File: src/rtl/cpu_pkg.sv
// Shared CPU types and constants: datapath width, instruction size and the
// fetch-stage state encoding.
package cpu_pkg;

   localparam int unsigned XLEN        = 32;
   localparam int unsigned INSTR_BYTES = 4;

   localparam logic [XLEN-1:0] DEFAULT_NOP_INSTR = 32'h0000_0000;
   localparam logic [XLEN-1:0] DEFAULT_RESET_PC  = 32'h0000_0000;

   typedef enum logic [1:0] {
      StBoot   = 2'd0,
      StRun    = 2'd1,
      StHalted = 2'd2
   } fetch_state_e;

endpackage

File: src/rtl/if_id_reg.sv
// IF/ID pipeline register: captures a fetched word with its PC, holds it while
// decode stalls, and drops its valid bit on squash or drain.
module if_id_reg
   import cpu_pkg::*;
#(
   parameter logic [XLEN-1:0] NOP_INSTR = DEFAULT_NOP_INSTR
) (
   input  logic            clk,
   input  logic            rst_n,
   input  logic            load,
   input  logic            clear,
   input  logic [XLEN-1:0] instr_in,
   input  logic [XLEN-1:0] pc_in,
   output logic            valid,
   output logic [XLEN-1:0] instr,
   output logic [XLEN-1:0] pc,
   output logic [XLEN-1:0] pc_plus4
);

   logic            valid_q;
   logic [XLEN-1:0] instr_q;
   logic [XLEN-1:0] pc_q;
   logic [XLEN-1:0] pc_plus4_q;

   // Clear only touches valid; the payload keeps its last value.
   always_ff @(posedge clk or negedge rst_n) begin
      if (!rst_n) begin
         valid_q    <= 1'b0;
         instr_q    <= NOP_INSTR;
         pc_q       <= '0;
         pc_plus4_q <= '0;
      end else if (load) begin
         valid_q    <= 1'b1;
         instr_q    <= instr_in;
         pc_q       <= pc_in;
         pc_plus4_q <= pc_in + XLEN'(INSTR_BYTES);
      end else if (clear) begin
         valid_q    <= 1'b0;
      end
   end

   assign valid    = valid_q;
   assign instr    = instr_q;
   assign pc       = pc_q;
   assign pc_plus4 = pc_plus4_q;

endmodule

File: src/rtl/instr_fetch.sv
// Instruction fetch stage: owns the PC, reads the combinational instruction
// memory and hands captured words to decode over a valid/ready handshake.
module instr_fetch
   import cpu_pkg::*;
#(
   parameter logic [XLEN-1:0] RESET_PC   = DEFAULT_RESET_PC,
   parameter int unsigned     IMEM_WORDS = 256,
   parameter logic [XLEN-1:0] NOP_INSTR  = DEFAULT_NOP_INSTR
) (
   input  logic            clk,
   input  logic            rst_n,
   output logic [XLEN-1:0] imem_addr,
   input  logic [XLEN-1:0] imem_instr,
   input  logic            id_ready,
   input  logic            redirect_valid,
   input  logic [XLEN-1:0] redirect_target,
   input  logic            halt,
   output logic            if_valid,
   output logic [XLEN-1:0] if_instr,
   output logic [XLEN-1:0] if_pc,
   output logic [XLEN-1:0] if_pc_plus4,
   output logic            misalign_err,
   output logic            range_err,
   output logic [XLEN-1:0] fetch_count
);

   // One extra bit so a full 4 GiB memory size does not overflow the bound.
   localparam logic [XLEN:0] ImemBytes = (XLEN+1)'(IMEM_WORDS) * (XLEN+1)'(INSTR_BYTES);

   fetch_state_e    state_q, state_d;
   logic [XLEN-1:0] pc_q, pc_d;
   logic [XLEN-1:0] count_q, count_d;
   logic            range_q, range_d;
   logic            misalign_q, misalign_d;

   logic            out_of_range;
   logic            accept;
   logic            drain;
   logic            load;
   logic            clear;
   logic [XLEN-1:0] fetch_word;

   assign out_of_range = ({1'b0, pc_q} >= ImemBytes);
   assign fetch_word   = out_of_range ? NOP_INSTR : imem_instr;

   assign accept = (state_q == StRun) && !halt && (!if_valid || id_ready);
   // Decode may still take a live word while fetching is stopped.
   assign drain  = ((state_q == StHalted) || ((state_q == StRun) && halt)) &&
                   if_valid && id_ready;

   // Datapath next-state: redirect beats accept beats hold.
   always_comb begin
      pc_d       = pc_q;
      count_d    = count_q;
      range_d    = range_q;
      misalign_d = 1'b0;
      load       = 1'b0;
      clear      = 1'b0;
      if (redirect_valid) begin
         pc_d       = {redirect_target[XLEN-1:2], 2'b00};
         clear      = 1'b1;
         misalign_d = |redirect_target[1:0];
      end else if (accept) begin
         load    = 1'b1;
         pc_d    = pc_q + XLEN'(INSTR_BYTES);
         count_d = count_q + 1'b1;
         if (out_of_range) begin
            range_d = 1'b1;
         end
      end else if (drain) begin
         clear = 1'b1;
      end
   end

   always_comb begin
      state_d = state_q;
      unique case (state_q)
         StBoot:   state_d = halt ? StHalted : StRun;
         StRun:    if (halt && !redirect_valid) state_d = StHalted;
         StHalted: if (!halt) state_d = StRun;
         default:  state_d = StBoot;
      endcase
   end

   always_ff @(posedge clk or negedge rst_n) begin
      if (!rst_n) begin
         state_q    <= StBoot;
         pc_q       <= RESET_PC;
         count_q    <= '0;
         range_q    <= 1'b0;
         misalign_q <= 1'b0;
      end else begin
         state_q    <= state_d;
         pc_q       <= pc_d;
         count_q    <= count_d;
         range_q    <= range_d;
         misalign_q <= misalign_d;
      end
   end

   if_id_reg #(
      .NOP_INSTR (NOP_INSTR)
   ) u_if_id_reg (
      .clk      (clk),
      .rst_n    (rst_n),
      .load     (load),
      .clear    (clear),
      .instr_in (fetch_word),
      .pc_in    (pc_q),
      .valid    (if_valid),
      .instr    (if_instr),
      .pc       (if_pc),
      .pc_plus4 (if_pc_plus4)
   );

   assign imem_addr    = pc_q;
   assign misalign_err = misalign_q;
   assign range_err    = range_q;
   assign fetch_count  = count_q;

endmodule

File: config.mk
export PLATFORM = sky130hd
export DESIGN_NAME = instr_fetch
export DESIGN_NICKNAME = d
export VERILOG_FILES = /design/src/rtl/cpu_pkg.sv /design/src/rtl/if_id_reg.sv /design/src/rtl/instr_fetch.sv
export SDC_FILE = /design/constraint.sdc
export NUM_CORES = 1
export LEC_CHECK = 0
export CAP_MARGIN = 40
export CORE_ASPECT_RATIO = 0.7
export CORE_MARGIN = 2
export CORE_UTILIZATION = 50
export CTS_CLUSTER_DIAMETER = 80
export DETAILED_ROUTE_END_ITERATION = 6
export GPL_ROUTABILITY_DRIVEN = 0
export PLACE_DENSITY_LB_ADDON = 0.08
export SETUP_SLACK_MARGIN = 0.5
export SYNTH_ARGS = -nofsm -noshare
export SYNTH_HDL_FRONTEND = slang
export SYNTH_HIERARCHICAL = 1
export SYNTH_SLANG_ARGS = --single-unit
File: constraint.sdc
create_clock -name clk -period 5.85 [get_ports clk]
set_clock_uncertainty 0.1 [all_clocks]
set_input_delay 0.585 -clock clk [delete_from_list [all_inputs] [get_ports clk]]
set_output_delay 0.585 -clock clk [all_outputs]
set_load 0.01 [all_outputs]
==> impl_metrics.ini <==
[outcome]
status = finished, final reports clean

[critical_path]
critical_path_class = in -> reg
crit_arrival_ps = 3150
crit_required_ps = 6110
r2r_setup_slack_ps = 3270
cp_max_fo = 75
end_kind = register
regToRegStartpoint = imem_addr[10]
regToRegEndpoint = u_if_id_reg/pc_plus4[24]
start_kind = input port
r2r_cells = 4

[clock_network]
cts.path.max_buffers = 2
cts-root-buf = clkbuf_16
htreeDepth = 4
ctsResizeCount = 0
clock_latency_ps = 430
cts_tree = yes
cts_buffers = 17
clock-sinks = 161
path_clk_slew_ps = 60

[sta]
relSlewSlack_pct = 42.8
clock.fmax_mhz = 346
tightestPinTransition_ps = 855
final.setup.tns_ps = 0
hold_ws_ps = 374
setup_viol = 0
rsz0062_at_grt = false
final_max_slew_viol_count = 0
post-route-min-period_ps = 2890
post-route-period-util_pct = 49.4
hold_viol = 0

[power]
pwr-share-comb_pct = 24.9
seq_power_share_pct = 42.3
clockPowerShare_pct = 32.8
power_density_nw_per_um2 = 315
intPower_mw = 2.50
switching_power_mw = 1.00
p_sw_share_pct = 28.6
ir_drop_mv = 0.202
p_leak_nw = 4.61

[floorplanning]
core_um2 = 15700
rows = 38
start_util_pct = 51.7
die_area_um2 = 17300
ios = 232
die_h_um = 111
die_x_um = 156

[yosys]
yosysWarnings = 6
synth_seq_cells = 161
netlist_top_cells_area = dfrtp_1 (50%), mux2_2 (9.0%), xor2_1 (4.0%), and2_1 (3.0%), or4_1 (2.7%)
yosysTopAreaCellShare_pct = 49.7
ys_seq_area_share_pct = 49.7
synthCells = 781
synth_enable_flop_cells = 0
ys_types = 55
async_flop_share_pct = 100
yosys_most_used_dff = dfrtp_1
syn_area_um2 = 8110
yosysTopAreaCell = dfrtp_1
synth_area_per_cell_um2 = 10.4

[drt]
drt_iter0_drc = 646
totalWireLength_mm = 22.7
drc = 0
num_vias = 7009
wl_per_cell_um = 18.8
first_pass_iters = 6
ant_nets = 0
vias_per_cell = 5.83

[global_routing]
grt_pass1_wl_mm = 36.4
grt_pass1_vias = 6730
grt_util_all_layers_pct = 26.8
antenna_found_initial = 0
grt_overflow = 0
grt_max_degree = 92

[hold_path]
hp-class = reg -> reg
hold_depth = 1
min_to = fetch_count[31]
min_from = fetch_count[31]

[layout]
layout.core_utilization_pct = 71.0
drive_gt1_share_pct = 11.9
syn_to_final_growth_pct = 37.4
nNetsFinal = 1065
fillers = 1214
diodes = 0

[place]
hpwlAfterDp_mm = 15.4
placement.io_buffers = 229

[flow_run]
maxCapViolations = 0
[cells by family (layout without fill, tap and decap cells)]
logic type                 count (synthesis)  count (layout)  share of synthesized area, %
and+or+nand+nor                          331             331                          23.2
DFF                                      161             161                          49.7
AOI/OAI and AO/OA                        103             103                          8.18
muxes                                     67              67                          9.28
buffers and inverters                     67             286                          3.84
xor gates and xnor gates                  47              47                          5.08
adders and majority gates                  4               4                         0.617
other                                      1               4                        0.0463
[flip-flops by register name (all words and copies together) (netlist names)]
register              count
fetch_count              32
imem_addr                30
misalign_err              1
range_err                 1
state_q                   2
u_if_id_reg/instr        32
u_if_id_reg/pc           32
u_if_id_reg/pc_plus4     30
u_if_id_reg/valid         1
[per-stage QoR]
step / std cells / area (um2) / power (mW) / setup WS, ps
6_report: 1203 / 11100 / 3.51 / 2960
5_1_grt: 1203 / 11100 / 3.67 / 2780
4_1_cts: 1203 / 11100 / 3.53 / 2940
3_5_place_dp: 1172 / 10500 / 2.37 / 2530
3_3_place_gp: 1170 / 10500 / 2.35 / 2490
2_1_floorplan: 784 / 8120 / 1.81 / 3180
[repair_timing]
item                                   4_1_cts  5_1_grt
setup buffers                                0        0
endpoints found under the hold margin       21        0
hold buffers                                 1        0
[power groups by stage]
stage	Sequential, mW	Combinational [mW]	Clock (mW)
floorplan	1.54	0.276	0
global placement	1.49	0.860	0
detailed placement	1.50	0.873	0
CTS	1.48	0.879	1.17
global route	1.51	0.937	1.22
finish	1.48	0.871	1.15
[synthesized netlist by cell type, drive strengths merged (4+ instances only)]
master	n
dfrtp	161
mux2	65
nor2	55
nand2	46
and2	41
nand3	37
xor2	37
clkbuf	35
nand4	35
or4	32
a31oi	31
nor4	26
o21ai	23
o31ai	23
inv	17
buf	14
and4	13
a21oi	12
nor3	11
xnor2	10
and3	9
or3	9
nand2b	5
o311ai	5
ha	4
nor2b	4
[critical path, stage by stage]
cell,delay (ps)
clkdlybuf4s50_1,850
nor2_4,410
buf_4,660
nand2b_1,100
or4_1,430
nand3_1,100
[worst max path at each step]
stage                   start                  endpoint  slack, ps  depth (start not counted)
6_report       redirect_valid  u_if_id_reg/pc_plus4[28]       2960                          6
5_1_grt        redirect_valid  u_if_id_reg/pc_plus4[28]       2780                          6
4_1_cts        redirect_valid  u_if_id_reg/pc_plus4[28]       2940                          6
3_5_place_dp   redirect_valid  u_if_id_reg/pc_plus4[28]       2530                          6
3_3_place_gp   redirect_valid             imem_addr[10]       2490                          4
2_1_floorplan            halt      u_if_id_reg/instr[0]       3180                          7
[placed cells by master (no fill, tap or decap), types with 3 or more instances in the layout]
cell type        synthesis  final
a31oi_1                 31     31
nand2_1                 46     46
inv_1                   17     17
ha_1                     4      4
clkbuf_8                 2      3
mux2_2                  65     65
or4_1                   29     29
xor2_1                  37     37
buf_4                    6      6
o31ai_1                 23     23
nand2b_1                 5      5
o21ai_0                 23     23
and2_1                  39     39
nor3_1                  11     11
or3_1                    7      7
clkbuf_16                0     17
xnor2_1                 10     10
dfrtp_1                161    161
nor4_1                  25     25
nand4_1                 34     34
and3_1                   7      7
clkdlybuf4s50_1          0    228
o311ai_0                 5      5
conb_1                   1      4
nand3_1                 37     37
and4_1                  12     12
nor2_1                  55     54
nor2b_1                  4      4
a21oi_1                 12     12
bufinv_16                0      3
[layout make-up]
| cell class | count | area, um2 | share of cell area (%) |
|---|---|---|---|
| flip-flops and latches | 161 | 4030 | 36.2 |
| well taps | 200 | 250 | 2.25 |
| inverters | 18 | 67.6 | 0.607 |
| clock inverters | 9 | 133 | 1.19 |
| clock buffers | 21 | 470 | 4.23 |
| multi-input cells | 556 | 3790 | 34.1 |
| repair buffers | 238 | 2390 | 21.5 |
[per-layer routing]
metal / global-route usage, % / wire length, um / vias up
li1: - / - / 3288
met1: 38.2 / 10200 / 3393
met2: 39.5 / 10200 / 289
met3: 7.06 / 1830 / 37
met4: 9.36 / 409 / 2
met5: 2.68 / 55 / -
Note: power is estimated with default switching activity, not from simulation.
